===== config.mk =====
export PLATFORM = sky130hd
export DESIGN_NAME = iterative_divider_flat
export DESIGN_NICKNAME = d
export VERILOG_FILES = /design/src/rtl/rv32m_pkg.sv /design/src/rtl/iterative_divider_if.sv /design/src/rtl/iterative_divider_div_step.sv /design/src/rtl/iterative_divider.sv /design/src/flat_wrapper.sv
export SDC_FILE = /design/constraint.sdc
export NUM_CORES = 1
export LEC_CHECK = 0
export CAP_MARGIN = 30
export CORE_AREA = 2 2 153 155
export DETAILED_ROUTE_END_ITERATION = 7
export DIE_AREA = 0 0 155 157
export GPL_ROUTABILITY_DRIVEN = 1
export PLACE_DENSITY_LB_ADDON = 0.25
export SLEW_MARGIN = 10
export SYNTH_ARGS = -nofsm -noshare
export SYNTH_HDL_FRONTEND = slang
export SYNTH_SLANG_ARGS = --single-unit

===== constraint.sdc =====
create_clock -name clk -period 6.45 [get_ports clk]
set_input_delay 0.645 -clock clk [delete_from_list [all_inputs] [get_ports clk]]
set_output_delay 0.645 -clock clk [all_outputs]
set_load 0.005 [all_outputs]

===== src/rtl/rv32m_pkg.sv =====
// Shared definitions for the RV32M iterative divider: operand width,
// divide op encodings and the divider FSM state type.
package rv32m_pkg;

  localparam int XLEN    = 32;
  localparam int COUNT_W = $clog2(XLEN);

  typedef logic [4:0] alu_op_t;

  localparam alu_op_t OP_DIV  = 5'b01111;
  localparam alu_op_t OP_DIVU = 5'b10000;
  localparam alu_op_t OP_REM  = 5'b10001;
  localparam alu_op_t OP_REMU = 5'b10010;

  localparam logic [XLEN-1:0] INT_MIN = {1'b1, {(XLEN-1){1'b0}}};

  typedef enum logic [1:0] {
    IDLE = 2'd0,
    CALC = 2'd1,
    DONE = 2'd2
  } div_state_t;

endpackage


===== src/rtl/iterative_divider_if.sv =====
// EX-stage <-> divider bundle: start request, operands, result and stall.
interface iterative_divider_if;
  import rv32m_pkg::*;

  logic            div_use;
  logic            flush;
  alu_op_t         alu_opE;
  logic [XLEN-1:0] SrcAE;
  logic [XLEN-1:0] SrcBE;
  logic [XLEN-1:0] result_d;
  logic            flagD;
  logic            stall_div;

  // Pipeline side: issues ops, consumes results
  modport master (
    output div_use, flush, alu_opE, SrcAE, SrcBE,
    input  result_d, flagD, stall_div
  );

  // Divider side
  modport slave (
    input  div_use, flush, alu_opE, SrcAE, SrcBE,
    output result_d, flagD, stall_div
  );
endinterface


===== src/rtl/iterative_divider_div_step.sv =====
// One radix-2 restoring division iteration: shift {rem,quo} left by one,
// subtract the divisor when it fits and record the quotient bit.
module div_step
  import rv32m_pkg::*;
(
  input  logic [XLEN-1:0] i_rem,
  input  logic [XLEN-1:0] i_quo,
  input  logic [XLEN-1:0] i_divisor,
  output logic [XLEN-1:0] o_rem,
  output logic [XLEN-1:0] o_quo
);

  // Shifted partial remainder can briefly need XLEN+1 bits
  logic [XLEN:0] w_rem_sh;
  logic          w_fits;

  assign w_rem_sh = {i_rem, i_quo[XLEN-1]};
  assign w_fits   = (w_rem_sh >= {1'b0, i_divisor});

  // Restore (keep shifted value) or subtract, and shift in the quotient bit
  always_comb begin
    o_rem = w_rem_sh[XLEN-1:0];
    o_quo = {i_quo[XLEN-2:0], 1'b0};
    if (w_fits) begin
      o_rem = w_rem_sh[XLEN-1:0] - i_divisor;
      o_quo = {i_quo[XLEN-2:0], 1'b1};
    end
  end

endmodule


===== src/rtl/iterative_divider.sv =====
// Multi-cycle restoring divider for RV32M DIV/DIVU/REM/REMU.
// Optional build macro DIV_EARLY_OUT_EN: divide-by-zero and signed overflow
// bypass the iteration and deliver their fixed result one cycle after start.
module iterative_divider
  import rv32m_pkg::*;
(
  input  logic                clk,
  input  logic                rst,
  iterative_divider_if.slave  bus
);

  div_state_t         r_state;
  logic [COUNT_W-1:0] r_count;
  alu_op_t            r_op;
  logic [XLEN-1:0]    r_quo;
  logic [XLEN-1:0]    r_rem;
  logic [XLEN-1:0]    r_divisor;
  logic [XLEN-1:0]    r_dividend;
  logic               r_qsign;
  logic               r_rsign;
  logic               r_div0;
  logic               r_ovf;

  logic               w_op_valid;
  logic               w_signed_op;
  logic               w_start;
  logic               w_a_neg;
  logic               w_b_neg;
  logic [XLEN-1:0]    w_a_abs;
  logic [XLEN-1:0]    w_b_abs;
  logic               w_div0;
  logic               w_ovf;
  logic               w_early;
  logic [XLEN-1:0]    w_next_rem;
  logic [XLEN-1:0]    w_next_quo;
  logic [XLEN-1:0]    w_quo_fix;
  logic [XLEN-1:0]    w_rem_fix;
  logic [XLEN-1:0]    w_result;
  logic               w_done;

  assign w_op_valid  = (bus.alu_opE == OP_DIV) || (bus.alu_opE == OP_DIVU) ||
                       (bus.alu_opE == OP_REM) || (bus.alu_opE == OP_REMU);
  assign w_signed_op = (bus.alu_opE == OP_DIV) || (bus.alu_opE == OP_REM);
  // Non-divide opcodes never start, so they also never stall the pipeline
  assign w_start     = (r_state == IDLE) && bus.div_use && !bus.flush && w_op_valid;

  assign w_a_neg = w_signed_op && bus.SrcAE[XLEN-1];
  assign w_b_neg = w_signed_op && bus.SrcBE[XLEN-1];
  assign w_a_abs = w_a_neg ? (~bus.SrcAE + 1'b1) : bus.SrcAE;
  assign w_b_abs = w_b_neg ? (~bus.SrcBE + 1'b1) : bus.SrcBE;
  assign w_div0  = (bus.SrcBE == '0);
  assign w_ovf   = w_signed_op && (bus.SrcAE == INT_MIN) && (&bus.SrcBE);

`ifdef DIV_EARLY_OUT_EN
  assign w_early = w_div0 || w_ovf;
`else
  assign w_early = 1'b0;
`endif

  div_step u_div_step (
    .i_rem     (r_rem),
    .i_quo     (r_quo),
    .i_divisor (r_divisor),
    .o_rem     (w_next_rem),
    .o_quo     (w_next_quo)
  );

  // FSM, iteration counter and operand/sign registers
  always_ff @(posedge clk or posedge rst) begin
    if (rst) begin
      r_state    <= IDLE;
      r_count    <= '0;
      r_op       <= '0;
      r_quo      <= '0;
      r_rem      <= '0;
      r_divisor  <= '0;
      r_dividend <= '0;
      r_qsign    <= 1'b0;
      r_rsign    <= 1'b0;
      r_div0     <= 1'b0;
      r_ovf      <= 1'b0;
    end else begin
      case (r_state)
        IDLE: begin
          if (w_start) begin
            r_op       <= bus.alu_opE;
            r_quo      <= w_a_abs;
            r_rem      <= '0;
            r_divisor  <= w_b_abs;
            r_dividend <= bus.SrcAE;
            r_qsign    <= w_a_neg ^ w_b_neg;
            r_rsign    <= w_a_neg;
            r_div0     <= w_div0;
            r_ovf      <= w_ovf;
            r_count    <= '0;
            r_state    <= w_early ? DONE : CALC;
          end
        end
        CALC: begin
          if (bus.flush) begin
            r_state <= IDLE;
          end else begin
            r_rem   <= w_next_rem;
            r_quo   <= w_next_quo;
            r_count <= r_count + 1'b1;
            if (r_count == COUNT_W'(XLEN-1))
              r_state <= DONE;
          end
        end
        DONE:    r_state <= IDLE;
        default: r_state <= IDLE;
      endcase
    end
  end

  // Sign correction; negating a zero remainder naturally yields zero
  assign w_quo_fix = r_qsign ? (~r_quo + 1'b1) : r_quo;
  assign w_rem_fix = r_rsign ? (~r_rem + 1'b1) : r_rem;

  // Result select with the architecturally fixed special cases
  always_comb begin
    w_result = '0;
    if ((r_op == OP_DIV) || (r_op == OP_DIVU)) begin
      if (r_div0)     w_result = '1;
      else if (r_ovf) w_result = INT_MIN;
      else            w_result = w_quo_fix;
    end else begin
      if (r_div0)     w_result = r_dividend;
      else if (r_ovf) w_result = '0;
      else            w_result = w_rem_fix;
    end
  end

  // A flush in DONE suppresses the result; a flush in CALC releases the stall at once
  assign w_done        = (r_state == DONE) && !bus.flush;
  assign bus.flagD     = w_done;
  assign bus.result_d  = w_done ? w_result : '0;
  assign bus.stall_div = w_start || ((r_state == CALC) && !bus.flush);

endmodule


===== src/flat_wrapper.sv =====
// flat-port wrapper written by rule: the top's interface ports become plain ports
module iterative_divider_flat import rv32m_pkg::*;
  (clk, rst, bus_div_use, bus_flush, bus_alu_opE, bus_SrcAE, bus_SrcBE, bus_result_d, bus_flagD, bus_stall_div);
  iterative_divider_if bus_i ();
  input  logic clk;
  input  logic rst;
  input wire logic [$bits(bus_i.div_use)-1:0] bus_div_use;
  input wire logic [$bits(bus_i.flush)-1:0] bus_flush;
  input wire logic [$bits(bus_i.alu_opE)-1:0] bus_alu_opE;
  input wire logic [$bits(bus_i.SrcAE)-1:0] bus_SrcAE;
  input wire logic [$bits(bus_i.SrcBE)-1:0] bus_SrcBE;
  output wire logic [$bits(bus_i.result_d)-1:0] bus_result_d;
  output wire logic [$bits(bus_i.flagD)-1:0] bus_flagD;
  output wire logic [$bits(bus_i.stall_div)-1:0] bus_stall_div;
  assign bus_i.div_use = bus_div_use;
  assign bus_i.flush = bus_flush;
  assign bus_i.alu_opE = bus_alu_opE;
  assign bus_i.SrcAE = bus_SrcAE;
  assign bus_i.SrcBE = bus_SrcBE;
  assign bus_result_d = bus_i.result_d;
  assign bus_flagD = bus_i.flagD;
  assign bus_stall_div = bus_i.stall_div;
  iterative_divider u_core (.clk(clk), .rst(rst), .bus(bus_i));
endmodule

* Word-level counts from Yosys, hierarchy flattened *
Index checks and enable logic that the tools add are counted.

storage, ports and cells
  logic and storage cells = 84
  latch bits = 0
  memories = 0
  output and inout bits = 34
  ROM bits = 0
  bits in writable memories = 0
  bits of input ports = 73
  register bits = 144

cells by class
  $lt $le $gt $ge = 1
  shift operators = 0
  divide/modulo/power cells = 0
  bitwise logic cells = 5
  equality and inequality tests = 13
  reduce and logical (&&, ||, !) cells = 23
  multiply operators = 0
  add/subtract/negate cells = 6
  muxes and demuxes = 25

operators by type and width
  kind                     count
  $mux W32                 15
  $add A32 B1 Y32 const B  4
  $not A32 Y32             4
  $pmux W32 S2             2
  $ge A33 B32 Y1           1
  $eq A32 B32 Y1 const B   1
  $logic_not A32 Y1        1
  $reduce_and A32 Y1       1
  $sub A32 B32 Y32         1
  $eq A5 B5 Y1 const B     5
  $eq A5 B4 Y1 const B     2
  $mux W5                  2
  $pmux W5 S2              1
  $logic_and A1 B1 Y1      9
  $logic_or A1 B1 Y1       6
  $mux W2                  3
  $add A5 B1 Y5 const B    1
  $pmux W2 S2              1
  $reduce_and A2 Y1        2
  $ne A3 B2 Y1 const B     1
  $reduce_and A3 Y1        1
  $eq A2 B1 Y1 const B     1
  $eq A2 B2 Y1 const B     1
  $logic_not A2 Y1         1
  other kinds (6)          6

* Depth between registers and ports, before layout *
Gate-level depths: netlist of run 1.

  depth in word-level cells = 7
  gate-level depth with buffers = 13

* Modules after synthesis *
A second synthesis of run 1 with hierarchy kept.

second synthesis, totals
  cells, all modules = 1477
  area total of the unflattened synthesis = 12036.5 um^2

by module, submodules not included
  module             times used  cells each  area an instance (um^2)
  iterative_divider  1           1115        9405.3
  div_step           1           362         2631.3

* Worst setup path before layout of run 1 *
OpenSTA, ideal clock, no wires.

  path kind = flip-flop to output port
  from = reg u_core.r_rem[0]
  to = out bus_result_d[26]
  path buffers = 1
  cell stages (with the launch flop) = 12
  arrival time = 3093 ps
  path slack = 2712 ps
  data required time = 5805 ps
  cells stage by stage = dfrtp_1 -> inv_1 -> ha_1 -> or3b_2 -> or3_1 -> or3_1 -> or3_1 -> clkbuf_1 -> o31ai_1 -> xor2_1 -> or3_1 -> a21oi_1

between the ends
  word-level cells in the longest chain between the ends = 7

RTL lines
  element                 line                      text
  from (decl)             iterative_divider.sv:16   logic [XLEN-1:0] r_rem;
  from (signal assigned)  iterative_divider.sv:103  r_rem <= w_next_rem;
  $not A32 Y32            iterative_divider.sv:118  assign w_rem_fix = r_rsign ? (~r_rem + 1'b1) : r_rem;
  $add A32 B1 Y32         iterative_divider.sv:118
  $mux W32                iterative_divider.sv:118
  $mux W32                iterative_divider.sv:129  else if (r_ovf) w_result = '0;
  $mux W32                iterative_divider.sv:128  if (r_div0) w_result = r_dividend;
  $mux W32                iterative_divider.sv:123  if ((r_op == OP_DIV) || (r_op == OP_DIVU)) begin
  $mux W32                iterative_divider.sv:137  assign bus.result_d = w_done ? w_result : '0;
  to (decl)               flat_wrapper.sv:12        output wire logic [$bits(bus_i.result_d)-1:0] bus_result_d;

Every way passes these cells.

* Final worst setup path of run 1 *
  from = reg u_core.r_rem[0]
  to = out bus_result_d[24]

The elaborated chain is that of the path after synthesis.

==> results.md, run 1 <==
- Layout cells sized above 1: 0.0429
- Worst slew pin tran: 988 ps
- Clock Pin Slew Worst Setup and Hold Paths: 60 ps
- DR vias: 10,965
- Crit-path cells: inv_1, ha_1, or3b_2, or3_1, or3_1, or3_1, o21ai_0, xor2_1, o21ai_0, a21oi_1, a211oi_1, clkdlybuf4s50_1
- Number of remaining DRC errors: 0
- Sequential-to-total area share from yosys stat: 0.324
- GRT Total Usage: 0.277
- Clk root buf: clkbuf_16
- Clock latency on the worst-skew pair: 450 ps
- Util after Layout: 0.578
- Max-Cap Viols: 0
- Final WL: 33,000 µm
- Inserted Clock Buffers: 17
- Synth Flop Type: dfrtp_1
- Yosys Warn Count: 0
- Die area: between 20,000 and 25,000 µm²
- Critical Path RT: approximately 5800 ps
- Die Width: 155 µm
- Syn-to-layout area delta: 16.8%
- Crit start category: flop
- Number of flops mapped to enable cells by yosys: 0
- Wire per inst: 18.1 µm
- Synthesized area per cell: 7.60 µm²
- Total negative slack: 0 ps
- Number of diodes: 0
- Via density: 6.01
- Critical Path Most Common Cell: or3_1
- Met2 routed WL: 15,400 µm
- Design area: ~13,000 µm²
- Hold/Removal Path Class: flop to flop
- Largest net degree at the start of global routing: 88
- Chip height: 157 µm
- Post-Syn Instances: approximately 1,500
- Crit path largest cell delay: 580 ps
- Synth async-reset ratio: 1.00
- Setup Skew: 15.2 ps
- Vias in the first global route: about 11,000
- Worst vdd ir: 0.247 mV
- Global-route wire length before repair: 54,000 µm
- CTS resizes: 0
- Post-CTS Setup Bufs: 0
- Critical path capture point type: primary output
- Yosys reg bits: around 140
- Post-Syn Area: ~11,000 µm²
- Arr. time, crit path: 4480 ps
- RePlAce Congestion: 0.890
- Initial core utilization: 0.495
- Clock H-tree levels: 4
- Post-CTS Hold Buffers: 0
- Clk buf depth: 2
- Slew Limit Fails: 0
- Met1 wire length: 14,800 µm
- Maximum fanout along the worst path: 7
- Tcrit/Tclk final: 0.794
- Top sig layer: met4
- CP max-delay cell: clkdlybuf4s50_1
- Mapped Nets: 1,577
- Starting DRT DRC Count: 915
- Unrepaired setup endpoints after global routing: no
- Pwr dens: 399 nW/µm²
- Status: completed
- Final antenna-violating net count: 0
- Final setup viols: 0
- Pre-Repair DR Iteration Count: 7
- TritonCTS clock tree: yes
- WL met3: 1820 µm
- Hold_ws: 467 ps
- DPL Wire Length: 22,900 µm
- Final period demand of the worst path: 5120 ps
- Post-DP Area: about 12,000 µm²
- CP Class: flop to primary output
- Library cells used by synthesis: 64
- Initial antenna violation count: 0
- Final hold vios: 0
- Rows: 55
- Core area: 22,500 µm²
- Nets@finish: 1,638
- Grt ovf: 0
- Achievable frequency: approximately 200 MHz
- Leak: 5.45 nW
- Slew HR: 0.341
- Clock sink count: 144
- Io pins: about 110
- I/O Buffers: 106
[path summary, 6_finish.rpt]
check                                             end             startpoint  cells past startpoint  slack, ps
worst max register to register       u_core.r_rem[31]       u_core.r_rem[10]                     11       2200
worst max-delay path                 bus_result_d[24]        u_core.r_rem[0]                     12       1330
worst min-delay path            u_core.r_dividend[17]  u_core.r_dividend[17]                      2        470
worst min register to register  u_core.r_dividend[17]  u_core.r_dividend[17]                      2        470
min in group asynchronous         u_core.r_divisor[7]                    rst                      2        740
max in group asynchronous            u_core.r_rem[20]                    rst                      3       4420
[Yosys cell counts (8+ instances only)]
library cell  number  area [µm²]
a211oi_1          11        82.6
a21o_1            14         105
a21oi_1          104         521
a31oi_1           14        87.6
and3_1            10        62.6
clkbuf_1          68         255
dfrtp_1          144        3600
ha_1              39         488
inv_1             58         218
mux2i_1            9        90.1
nand2_1          261         980
nand2b_1          10        62.6
nand3_1           38         190
nand4_1           13        81.3
nor2_1            73         274
nor3_1            19        95.1
nor4_1            13        81.3
o211ai_1          12        90.1
o21ai_0          241        1210
o31ai_1           31         233
o41ai_1           13         114
or2_2              8        50.1
or3_1             23         144
or4_1             13        97.6
xnor2_1           49         429
xor2_1            96         841
[layout by cell type, fill, tap and decap left out, types with 10 or more instances in the layout]
cell	Yosys	layout
nand2_1	261	261
o21ai_0	241	240
dfrtp_1	144	144
clkdlybuf4s50_1	0	106
a21oi_1	104	104
xor2_1	96	96
nor2_1	73	72
inv_1	58	57
xnor2_1	49	49
ha_1	39	39
nand3_1	38	38
o31ai_1	31	31
or3_1	23	23
nor3_1	19	19
clkbuf_16	0	17
a21o_1	14	14
or4_1	13	13
nor4_1	13	13
nand4_1	13	13
a31oi_1	14	13
o41ai_1	13	13
o211ai_1	12	12
buf_4	4	12
a211oi_1	11	11
and3_1	10	10
[flip-flops by register name, summed over array words and instances (netlist names)]
| register | count |
|---|---|
| u_core.r_dividend | 32 |
| u_core.r_state | 2 |
| u_core.r_qsign | 1 |
| u_core.r_count | 5 |
| u_core.r_rem | 32 |
| u_core.r_rsign | 1 |
| u_core.r_quo | 32 |
| u_core.r_divisor | 32 |
| u_core.r_ovf | 1 |
| u_core.r_div0 | 1 |
| u_core.r_op | 5 |
[layout make-up]
| class | instances | area, µm² |
|---|---|---|
| Inverter | 58 | 223 |
| Clock inverter | 13 | 176 |
| Fill cell | 2122 | 9500 |
| Multi-Input combinational cell | 1183 | 7010 |
| Sequential cell | 144 | 3600 |
| Tap cell | 285 | 357 |
| Timing Repair Buffer | 121 | 1200 |
| Clock buffer | 19 | 443 |
[worst max-delay path: cells and delay by family (launching register included)]
| family | cells | cell delay [ps] |
|---|---|---|
| buffers and inverters | 2 | 670 |
| xor gates and xnor gates | 1 | 90 |
| adders and majority gates | 1 | 150 |
| AOI/OAI and AO/OA | 4 | 840 |
| DFF | 1 | 460 |
| and+or+nand+nor | 4 | 1810 |
[power breakdown]
group          switching, mW  leakage [nW]  internal (mW)  total, mW
sequential             0.343          1.85           1.16       1.51
combinational           1.52          3.29           1.09       2.61
clock                  0.447         0.305          0.628       1.08
[per-layer routing]
layer,vias to the layer above,track usage
met5,-,0
li1,5283,-
met2,333,0.455
met4,0,0.106
met3,65,0.0427
met1,5284,0.370
[per-stage QoR]
stage	setup slack [ps]	std cells	power, mW
2_1_floorplan	1940	1464	3.40
3_3_place_gp	1890	1788	3.99
3_5_place_dp	1860	1789	4.05
4_1_cts	1390	1821	5.15
5_1_grt	1140	1823	5.59
6_report	1330	1823	5.19
[kinds of logic after synthesis]
| kind of cell | synth area share |
|---|---|
| AOI/OAI and AO/OA | 0.246 |
| xor gates and xnor gates | 0.114 |
| buffers and inverters | 0.0495 |
| adders and majority gates | 0.0456 |
| DFF | 0.324 |
| muxes | 0.00910 |
| and+or+nand+nor | 0.212 |
Note: power is estimated with default switching activity, not from simulation.
==> inputs of run 2 (changes only) <==
Clock period 6.45 ns to 4.7 ns, I/O delays scaled along.
==> run 2 against run 1 <==
Effect of this change: clock power up 31%; register-to-register slack worse by 1300 ps; routed wire length about the same; hold slack worse by 84 ps; global-route usage down 0.36 points; clock-buffer cell count up 1; clock skew down 6.9 ps; combinational power up 40%; highest routed layer unchanged.
==> results.md, run 2 (synthesis gave the netlist of run 1 again) <==
- Status: completed
- Die area: 24,300 µm² (unchanged)
- Starting DRT DRC Count: 917 (+0.22%)
- Hold_ws: 383 ps (-84.1 ps)
- Int Power: 3.96 mW (+38%)
- Clock Power Share: 0.200 (-0.007)
- Commonest cells after routing, fill and taps aside: nand2_1 (261), o21ai_0 (238), dfrtp_1 (142)
- Syn-to-layout area delta: 17.9%
- Util after Layout: 0.583 (+0.00517)
- Initial antenna violation count: 0 (unchanged)
- Via density: 5.99 (-0.38%)
- Clock H-tree levels: 4 (unchanged)
- Slew Limit Fails: 0 (unchanged)
- CP Class: flop to primary output
- Crit-path cells: or4_4, or4_4, or2_4, or4_4, or3_1, o31ai_2, xor2_1, o21ai_1, o311a_1, clkdlybuf4s50_1
- Worst R2R Setup Slack: 890 ps (-1310 ps)
- Number of remaining DRC errors: 0 (unchanged)
- Capturing point of the worst reg2reg path: u_core.r_rem[14]
- CP top delay family: simple AND/OR/NAND/NOR gates
- Register-to-Register Path Depth: 11 (unchanged)
- Combinational share of power: 0.512 (+0.010)
- Sequential power share: 0.288 (-0.002)
- Clock sink count: 144 (unchanged)
- Leak: 5.51 nW (+1.1%)
- Crit path largest cell delay: 580 ps (about the same)
- Achievable frequency: between 200 and 250 MHz
- Commonest non-fill, non-tap cell in the layout: nand2_1
- Maximum fanout along the worst path: 6 (-1)
- Critical Path RT: 4230 ps (-1570 ps)
- Clock Pin Slew Worst Setup and Hold Paths: 60 ps (about the same)
- Pwr dens: 543 nW/µm² (+36%)
- CP max-delay cell: or4_4
- TritonCTS clock tree: yes
- Final WL: 33,000 µm (about the same)
- Final period demand of the worst path: approximately 4600 ps
- Tcrit/Tclk final: 0.986
- Slew HR: 0.316 (-0.0255)
- DR vias: 10,971 (+0.055%)
- Arr. time, crit path: 4160 ps (-320 ps)
- Layout cells sized above 1: 0.0563 (+0.0134)
- Crit start category: flop
- Global-route wire length before repair: 53,600 µm (-0.75%)
- Grt ovf: 0 (unchanged)
- Core area: 22,500 µm² (unchanged)
- DPL Wire Length: 23,000 µm (+0.47%)
- Clock latency on the worst-skew pair: 430 ps (-20 ps)
- Critical Path Most Common Cell: or4_4
- Largest net degree at the start of global routing: 90 (+2.3%)
- Final Total Pwr: 7.12 mW (+37%)
- Number of diodes: 0 (unchanged)
- R2R Path Start: u_core.r_rem[10]
- I/O Buffers: 106 (unchanged)
- RePlAce Congestion: 0.921 (+3.4%)
- Hold/Removal Path Class: input pin to asynchronous set/reset pin
- Nets@finish: 1,646 (+0.49%)
- Sw frac: 0.444 (-0.00116)
- Design area: 13,100 µm² (+0.89%)
- Io pins: 107 (unchanged)
- Worst vdd ir: 0.316 mV (+28%)
- Final hold vios: 0 (unchanged)
- Worst slew pin tran: 1030 ps (+38.3 ps)
- Initial core utilization: 0.495 (unchanged)
- Clk buf depth: 2 (unchanged)
- GRT Total Usage: 0.273 (-0.00365)
- Chip height: 157 µm (unchanged)
- Clk root buf: clkbuf_16
- Rows: 55 (unchanged)
- Wire per inst: 18.0 µm (-0.50%)
- Critical path capture point type: primary output
- Max-Cap Viols: 0 (unchanged)
- Final setup viols: 0 (unchanged)
- Inserted Clock Buffers: 17 (unchanged)
- Switch Pwr: 3.17 mW (+37%)
- Worst path buffer plus inverter count: 1 (-1)
- Setup Skew: 8.29 ps (-6.91 ps)
- Pre-Repair DR Iteration Count: 5 (-2)
- Die Width: 155 µm (unchanged)
- Post-DP Area: 12,400 µm² (+0.26%)
- Final antenna-violating net count: 0 (unchanged)
- Vias in the first global route: 10,593 (+0.44%)
-- run 2: metal layers --
| metal | up-vias | GRT usage | wire length [µm] |
|---|---|---|---|
| met5 | - | 0 | 0 |
| met4 | 0 | 0.0988 | 1000 |
| met3 | 57 | 0.0504 | 1800 |
| met2 | 322 | 0.457 | 15700 |
| met1 | 5297 | 0.356 | 14400 |
| li1 | 5295 | - | - |
-- run 2: what timing repair did --
action                                  in CTS  in global routing
endpoints found under the hold margin        0                  0
resized for setup                            1                 15
endpoints found under the setup margin       5                 12
buffers inserted                             0                  3
pin swaps                                    0                  1
hold buffers                                 0                  0
-- run 2: area by class of cell --
cell class | count | area (µm²)
clock buffers | 20 | 457
clock inverters | 12 | 146
fillers | 2060 | 9380
inverters | 58 | 223
multi-input cells | 1183 | 7060
flip-flops and latches | 144 | 3610
well taps | 285 | 357
repair buffers | 129 | 1270
-- run 2: worst max path at each step --
| stage | from | end | slack, ps | cells past startpoint |
|---|---|---|---|---|
| floorplan | rst | u_core.r_count[0] | 360 | 1 |
| global placement | u_core.r_rem[1] | bus_result_d[24] | 380 | 12 |
| detailed placement | u_core.r_rem[1] | bus_result_d[24] | 350 | 12 |
| CTS | u_core.r_rem[1] | bus_result_d[26] | -20 | 11 |
| global route | u_core.r_rem[1] | bus_result_d[26] | -30 | 11 |
| finish | u_core.r_rem[17] | bus_result_d[31] | 70 | 10 |
-- run 2: metrics by stage --
| step | setup TNS, ps | instances | setup slack, ps |
|---|---|---|---|
| 2_1_floorplan | 0 | 1464 | 364 |
| 3_3_place_gp | 0 | 1793 | 381 |
| 3_5_place_dp | 0 | 1793 | 354 |
| 4_1_cts | -46.8 | 1825 | -23.7 |
| 5_1_grt | -34.4 | 1831 | -34.4 |
| 6_report | 0 | 1831 | 67.0 |
-- run 2: power by group through the flow --
stage               logic, mW  clock network [mW]  registers (mW)
floorplan                2.75                   0            1.92
global placement         3.43                   0            2.05
detailed placement       3.49                   0            2.06
CTS                      3.53                1.44            2.04
global route             4.09                1.49            2.10
finish                   3.65                1.42            2.05
